<file path="src/rtl/t09_sound_pwm_out.sv">
// PWM audio output stage with attack/sustain/release volume envelope.
// Ports: clk, rst (sync, active-high), sample_i[N], trigger_i -> pwm_o, active_o, env_o[4], strobe_o.
module t09_sound_pwm_out #(
  parameter int N           = 8,
  parameter int ATK_PERIODS = 1,
  parameter int SUS_PERIODS = 64,
  parameter int REL_PERIODS = 4
) (
  input  logic         clk,
  input  logic         rst,
  input  logic [N-1:0] sample_i,
  input  logic         trigger_i,
  output logic         pwm_o,
  output logic         active_o,
  output logic [3:0]   env_o,
  output logic         strobe_o
);

  localparam int PW = 16;
  localparam logic [PW-1:0] ATK_LAST = PW'(ATK_PERIODS - 1);
  localparam logic [PW-1:0] SUS_LAST = PW'(SUS_PERIODS - 1);
  localparam logic [PW-1:0] REL_LAST = PW'(REL_PERIODS - 1);

  typedef enum logic [1:0] {
    IDLE,
    ATTACK,
    SUSTAIN,
    RELEASE
  } state_t;

  state_t          state;
  state_t          state_d;
  logic [3:0]      env;
  logic [3:0]      env_d;
  logic [PW-1:0]   pcnt;
  logic [PW-1:0]   pcnt_d;
  logic [N-1:0]    pwm_cnt;
  logic [N-1:0]    duty;
  logic [N+3:0]    prod;
  logic            bound;

  assign bound = (pwm_cnt == {N{1'b1}});
  // env is the pre-update level, so the new duty reflects the
  // envelope that was in force during the period just ending
  assign prod  = (N+4)'(sample_i) * (N+4)'(env);
  assign env_o = env;

  always_comb begin
    state_d = state;
    env_d   = env;
    pcnt_d  = pcnt;
    unique case (state)
      IDLE: begin
        env_d  = 4'd0;
        pcnt_d = '0;
        if (trigger_i) begin
          state_d = ATTACK;
        end
      end
      ATTACK: begin
        if (bound) begin
          if (pcnt == ATK_LAST) begin
            pcnt_d = '0;
            // saturate at 15; a retrigger may enter here already at 15
            if (env >= 4'd14) begin
              env_d   = 4'd15;
              state_d = SUSTAIN;
            end else begin
              env_d = env + 4'd1;
            end
          end else begin
            pcnt_d = pcnt + 1'b1;
          end
        end
      end
      SUSTAIN: begin
        env_d = 4'd15;
        if (trigger_i) begin
          pcnt_d = '0;
        end else if (bound) begin
          if (pcnt == SUS_LAST) begin
            pcnt_d  = '0;
            state_d = RELEASE;
          end else begin
            pcnt_d = pcnt + 1'b1;
          end
        end
      end
      RELEASE: begin
        // retrigger resumes ATTACK from the current level
        if (trigger_i) begin
          pcnt_d  = '0;
          state_d = ATTACK;
        end else if (bound) begin
          if (pcnt == REL_LAST) begin
            pcnt_d = '0;
            if (env <= 4'd1) begin
              env_d   = 4'd0;
              state_d = IDLE;
            end else begin
              env_d = env - 4'd1;
            end
          end else begin
            pcnt_d = pcnt + 1'b1;
          end
        end
      end
      default: begin
        state_d = IDLE;
        env_d   = 4'd0;
        pcnt_d  = '0;
      end
    endcase
  end

  always_ff @(posedge clk) begin
    if (rst) begin
      state    <= IDLE;
      env      <= 4'd0;
      pcnt     <= '0;
      pwm_cnt  <= '0;
      duty     <= '0;
      pwm_o    <= 1'b0;
      active_o <= 1'b0;
      strobe_o <= 1'b0;
    end else begin
      state    <= state_d;
      env      <= env_d;
      pcnt     <= pcnt_d;
      active_o <= (state_d != IDLE);
      pwm_cnt  <= pwm_cnt + 1'b1;
      pwm_o    <= (pwm_cnt < duty);
      strobe_o <= bound;
      if (bound) begin
        duty <= prod[N+3:4];
      end
    end
  end

endmodule

</file>
<file path="config.mk">
export PLATFORM = sky130hd
export DESIGN_NAME = t09_sound_pwm_out
export DESIGN_NICKNAME = d
export VERILOG_FILES = /design/src/rtl/t09_sound_pwm_out.sv
export SDC_FILE = /design/constraint.sdc
export NUM_CORES = 1
export LEC_CHECK = 0
export ABC_AREA = 1
export BUFFER_PORTS_ARGS = -buffer_cell sky130_fd_sc_hd__clkbuf_2
export CAP_MARGIN = 10
export CORE_MARGIN = 2
export CORE_UTILIZATION = 40
export CTS_BUF_LIST = sky130_fd_sc_hd__clkbuf_4
export DETAILED_ROUTE_END_ITERATION = 12
export SLEW_MARGIN = 5
export SYNTH_ARGS = -nofsm -noshare
export SYNTH_HDL_FRONTEND = slang
export SYNTH_SLANG_ARGS = --single-unit
</file>
<file path="constraint.sdc">
create_clock -name clk -period 2.98 [get_ports clk]
set_input_delay 0.149 -clock clk [delete_from_list [all_inputs] [get_ports clk]]
set_output_delay 0.149 -clock clk [all_outputs]
set_load 0.02 [all_outputs]
</file>
**Word-level counts from Yosys, hierarchy flattened**

Index checks and enable logic that the tools add are counted.

- Bits in registers: 41
- Input port bits: 11
- Output and inout port bits: 7
- Word-level logic and storage cells: 63

- $add $sub $neg: 4
- $mul: 1
- Order comparisons: 3
- Equality and inequality tests: 13
- Muxes and demuxes: 29
- Reductions and logical operators: 5

Operators by type and width:

| kind | number |
|---|---|
| $mux 16 | 8 |
| $pmux 16 s4 | 1 |
| $mux 4 | 7 |
| $mux 2 | 11 |
| $add 16x1->16 const B | 1 |
| $eq 16x2->1 const B | 1 |
| $eq 16x6->1 const B | 1 |
| $logic_not 16->1 | 1 |
| $pmux 4 s4 | 1 |
| $mul 8x4->12 | 1 |
| $ne 2x2->1 const B | 5 |
| $add 8x1->8 const B | 1 |
| $eq 8x8->1 const B | 1 |
| $lt 8x8->1 | 1 |
| $pmux 2 s4 | 1 |
| $ne 3x3->1 const B | 2 |
| $reduce_and 5->1 | 1 |
| $add 4x1->4 const B | 1 |
| $eq 2x2->1 const B | 2 |
| $ge 4x4->1 const B | 1 |
| $le 4x1->1 const B | 1 |
| $sub 4x1->4 const B | 1 |
| $reduce_and 3->1 | 1 |
| $eq 2x1->1 const B | 1 |
| other kinds (2) | 2 |

**Longest topological paths before layout**

- Word-level depth: 7
- Gate-level depth with buffers: 20
- Depth with buffers taken out: 19

**Worst setup path after synthesis**

OpenSTA, ideal clock, no wires.

- Kind: register -> register
- From: register env[3] (netlist: env_o[3])
- To: register duty[6]
- Setup time: 109 ps
- Arrival: 3017 ps
- Required time: 2871 ps
- Slack: -146 ps
- Stages on the path, launching flop included: 16
- Path buffers: 1
- Period minus slack after synthesis: 3126 ps
- Cells stage by stage: dfxtp_1 > clkbuf_1 > nand2_1 > fa_1 > fa_1 > inv_1 > ha_1 > a21oi_1 > a21boi_0 > nand2_1 > nand2_1 > nand2_1 > nand2_1 > nand3_1 > nand2_1 > inv_1

- Longest elaborated chain between the ends: 1

Ends and longest elaborated chain:

| what | line | source |
|---|---|---|
| start, declared | 33 | `logic [3:0] env;` |
| start signal, assigned | 128 | `env <= env_d;` |
| $mul 8x4->12 | 45 | `assign prod = (N+4)'(sample_i) * (N+4)'(env);` |
| end signal, assigned | 135 | `duty <= prod[N+3:4];` |
| end, declared | 38 | `logic [N-1:0] duty;` |

Every way passes these cells.
A chain may end at the register's enable or synchronous reset.

**Worst setup path after layout**

Same ends and word-level chain as after synthesis.

==> results.toml <==
[status]
status = "complete, no violations"

[yosys]
synth_edf_count = 0
synthTopCellsByArea = "dfxtp_1, nand2_1, inv_1"
synth_compound_area_frac = 0.106
ys_ff_latch = 41
ys_top_cells_by_count = "nand2_1, inv_1, nand3_1, nor2_1, dfxtp_1"
synth_xor_xnor_area_share = 0.0205
yosys.area.top_type = "dfxtp_1"
synth-async-reset-ratio = 0
synthSimpleGateAreaFrac = 0.332
yosysWarnings = 0
ys.flop_type = "dfxtp_1"
postSynthCellCount = 509
synthAdderAreaFrac = 0.167
synthMuxAreaShare = 0
synth.avg_cell_area_sq_um = 6.71
ys_seq_area_frac = 0.240
synth.most_common_cell = "nand2_1"
synthesis.area_sq_um = 3410
synth_top_family_by_area = "simple AND/OR/NAND/NOR gates"
synth_cell_types = 40
synth_top_area_share = 0.240
synth_nets = 559

[hold_path]
min_path_type = "in -> reg"

[worst_setup_path]
crit_buf_inv = 4
cp_slowest_cell = "fa_1"
critical_path.max_stage_delay_ns = 0.53
critical-path-top-delay-family = "adder cells"
crit_top_cell = "nand2_1"
crit_required_ns = 3.24
criticalPathCategory = "reg -> reg"
crit_chain = "nand2_1 > inv_1 > fa_1 > inv_1 > fa_1 > inv_1 > ha_2 > nand2_1 > nor2_1 > nand2_1 > nand2_1 > nand2_1 > nand3_1 > nand3_2 > nand2_2 > inv_1"
start_kind = "flip-flop"
crit_path_max_fanout = 6
crit_arrival_ns = 3.03
crit_path_end_kind = "flip-flop"

[route]
first_iter_violations = 110
drt_pass1_iterations = 4
vias_per_cell = 4.78
wl_per_cell_microns = 11.0
postRouteWirelength_microns = 6950
ant_nets = 0
via_count = 3030
drc = 0

[sta]
worst_slew_pin_slew_ns = 0.495
slew_viol_final = 0
finalSetupViolCount = 0
maxSlewHeadroom = 0.666
finalHoldViolCount = 0
post-route-min-period_ns = 2.77
fmax_ghz = 0.361
setup_tns_ns = 0
post-route-worst-setup-slack_ns = 0.209
fin_worst_skew_ns = 0.00613
period_share = 0.930

[grt]
grt_start_max_net_pins = 19
antenna_found_initial = 0
grt_usage = 0.163
grt_overflow = 0
grt_pass1_vias = 2801
grt_pass1_wl_microns = 12200

[placed_design]
dp_hpwl_microns = 5430
dp.cells = 626
routabilityCongestion = 0.823
pre_cts_ws_ns = 0.137
portBuffers = 17

[power_and_ir_drop]
p_leak_nw = 1.93
power_density_nw_per_um2 = 258
p_total_w = 0.000964
ir_worst_vdd_mv = 0.126

[floorplan]
ioPinCount = 18
die-area_sq_um = 9290
fp.dieW_microns = 96.4
num_rows = 33
core_area_sq_um = 8260
start_util = 0.413
die_h_microns = 96.4

[finish]
fin_cells = 634
fin_nets = 579
area_growth_pct = 9.53
fill_cells = 879
drive_above_1_share = 0.163
num_antenna_cells = 0

[cts]
cts_root_buf = "clkbuf_4"
cts_sinks = 41
tritoncts = "built"
clk_latency_ns = 0.35
cts_buffer_depth = 2
htree_num_levels = 2
ctsHoldBuffers = 0
clk_pin_slew_ns = 0.12
numCtsBuffers = 5

[run]
maxCapViolations = 0
==> sequential cells by signal, summed over array words and instances (netlist names) <==
signal and cells:
pwm_o 1, pcnt 16, pwm_cnt 8, duty 8, active_o 1, state 2, strobe_o 1, env_o 4
==> through the flow <==
stage | util | instance area [sq um] | hold WS (ns)
floorplan | - | 3420 | 0.387
global placement | 0.438 | 3610 | 0.448
detailed placement | 0.438 | 3610 | 0.466
CTS | 0.443 | 3660 | 0.210
global route | 0.453 | 3740 | 0.243
finish | 0.453 | 3740 | 0.217
==> cell families (layout without fill, tap and decap cells) <==
kind of cell | Yosys count | in the layout
fa+ha+maj | 39 | 39
xor+xnor | 8 | 8
compound gates | 63 | 63
simple gates | 241 | 241
flops | 41 | 41
buf+inv | 117 | 137
==> timing repair <==
action | 4_1_cts | 5_1_grt
gates resized for setup | 0 | 15
endpoints found under the setup margin | 0 | 4
buffers inserted | 0 | 1
==> tightest hold or removal path: cells and delay by family <==
| family | cells | cell delay (ns) |
|---|---|---|
| compound gates | 2 | 0.16 |
| buf+inv | 1 | 0.13 |
| simple gates | 1 | 0.09 |
==> cells in the final DEF, fill, tap and decap left out, types with 5 or more instances in the layout <==
master and count:
fa_1 11, inv_2 14, ha_1 24, nand2_1 117, nand2_2 6, buf_4 5, nor2_1 44, clkbuf_4 5
nor2_2 5, a21oi_1 28, nand3_2 10, dfxtp_1 38, nand3_1 43, xor2_1 7, inv_1 93, clkbuf_2 17
o21ai_0 15
==> per-layer routing <==
layer | part of all wire | wire (microns) | global-route usage
met1 | 0.52 | 3610 | 0.232
met2 | 0.44 | 3060 | 0.259
met3 | 0.029 | 200 | 0.0256
met4 | 0.011 | 74 | 0.0387
met5 | 0 | 0 | 0
==> where the power goes <==
part	internal (W)	total, W	switching [W]
Combinational	0.0000428	0.000124	0.0000816
Clock	0.0000850	0.000273	0.000188
Sequential	0.000555	0.000566	0.0000109
==> final timing paths <==
| check | start | endpoint | slack, ns | cells past startpoint |
|---|---|---|---|---|
| setup / recovery | env_o[3]$_SDFFE_PP0P_ | duty[6]$_SDFFE_PP0P_ | 0.21 | 16 |
| hold / removal | trigger_i | env_o[0]$_SDFFE_PP0P_ | 0.22 | 4 |
| setup reg to reg | env_o[3]$_SDFFE_PP0P_ | duty[6]$_SDFFE_PP0P_ | 0.21 | 16 |
| hold reg to reg | pwm_cnt[0]$_SDFF_PP0_ | pwm_cnt[0]$_SDFF_PP0_ | 0.49 | 1 |
==> area by class of cell <==
type	count	area, sq um	area share
inverters	108	408	0.109
well taps	105	131	0.0351
repair buffers	22	123	0.0328
clock inverters	2	11.3	0.00301
clock buffers	5	37.5	0.0100
flip-flops and latches	41	832	0.222
multi-input cells	351	2200	0.587
No activity file was read; power rests on OpenSTA's default activity.
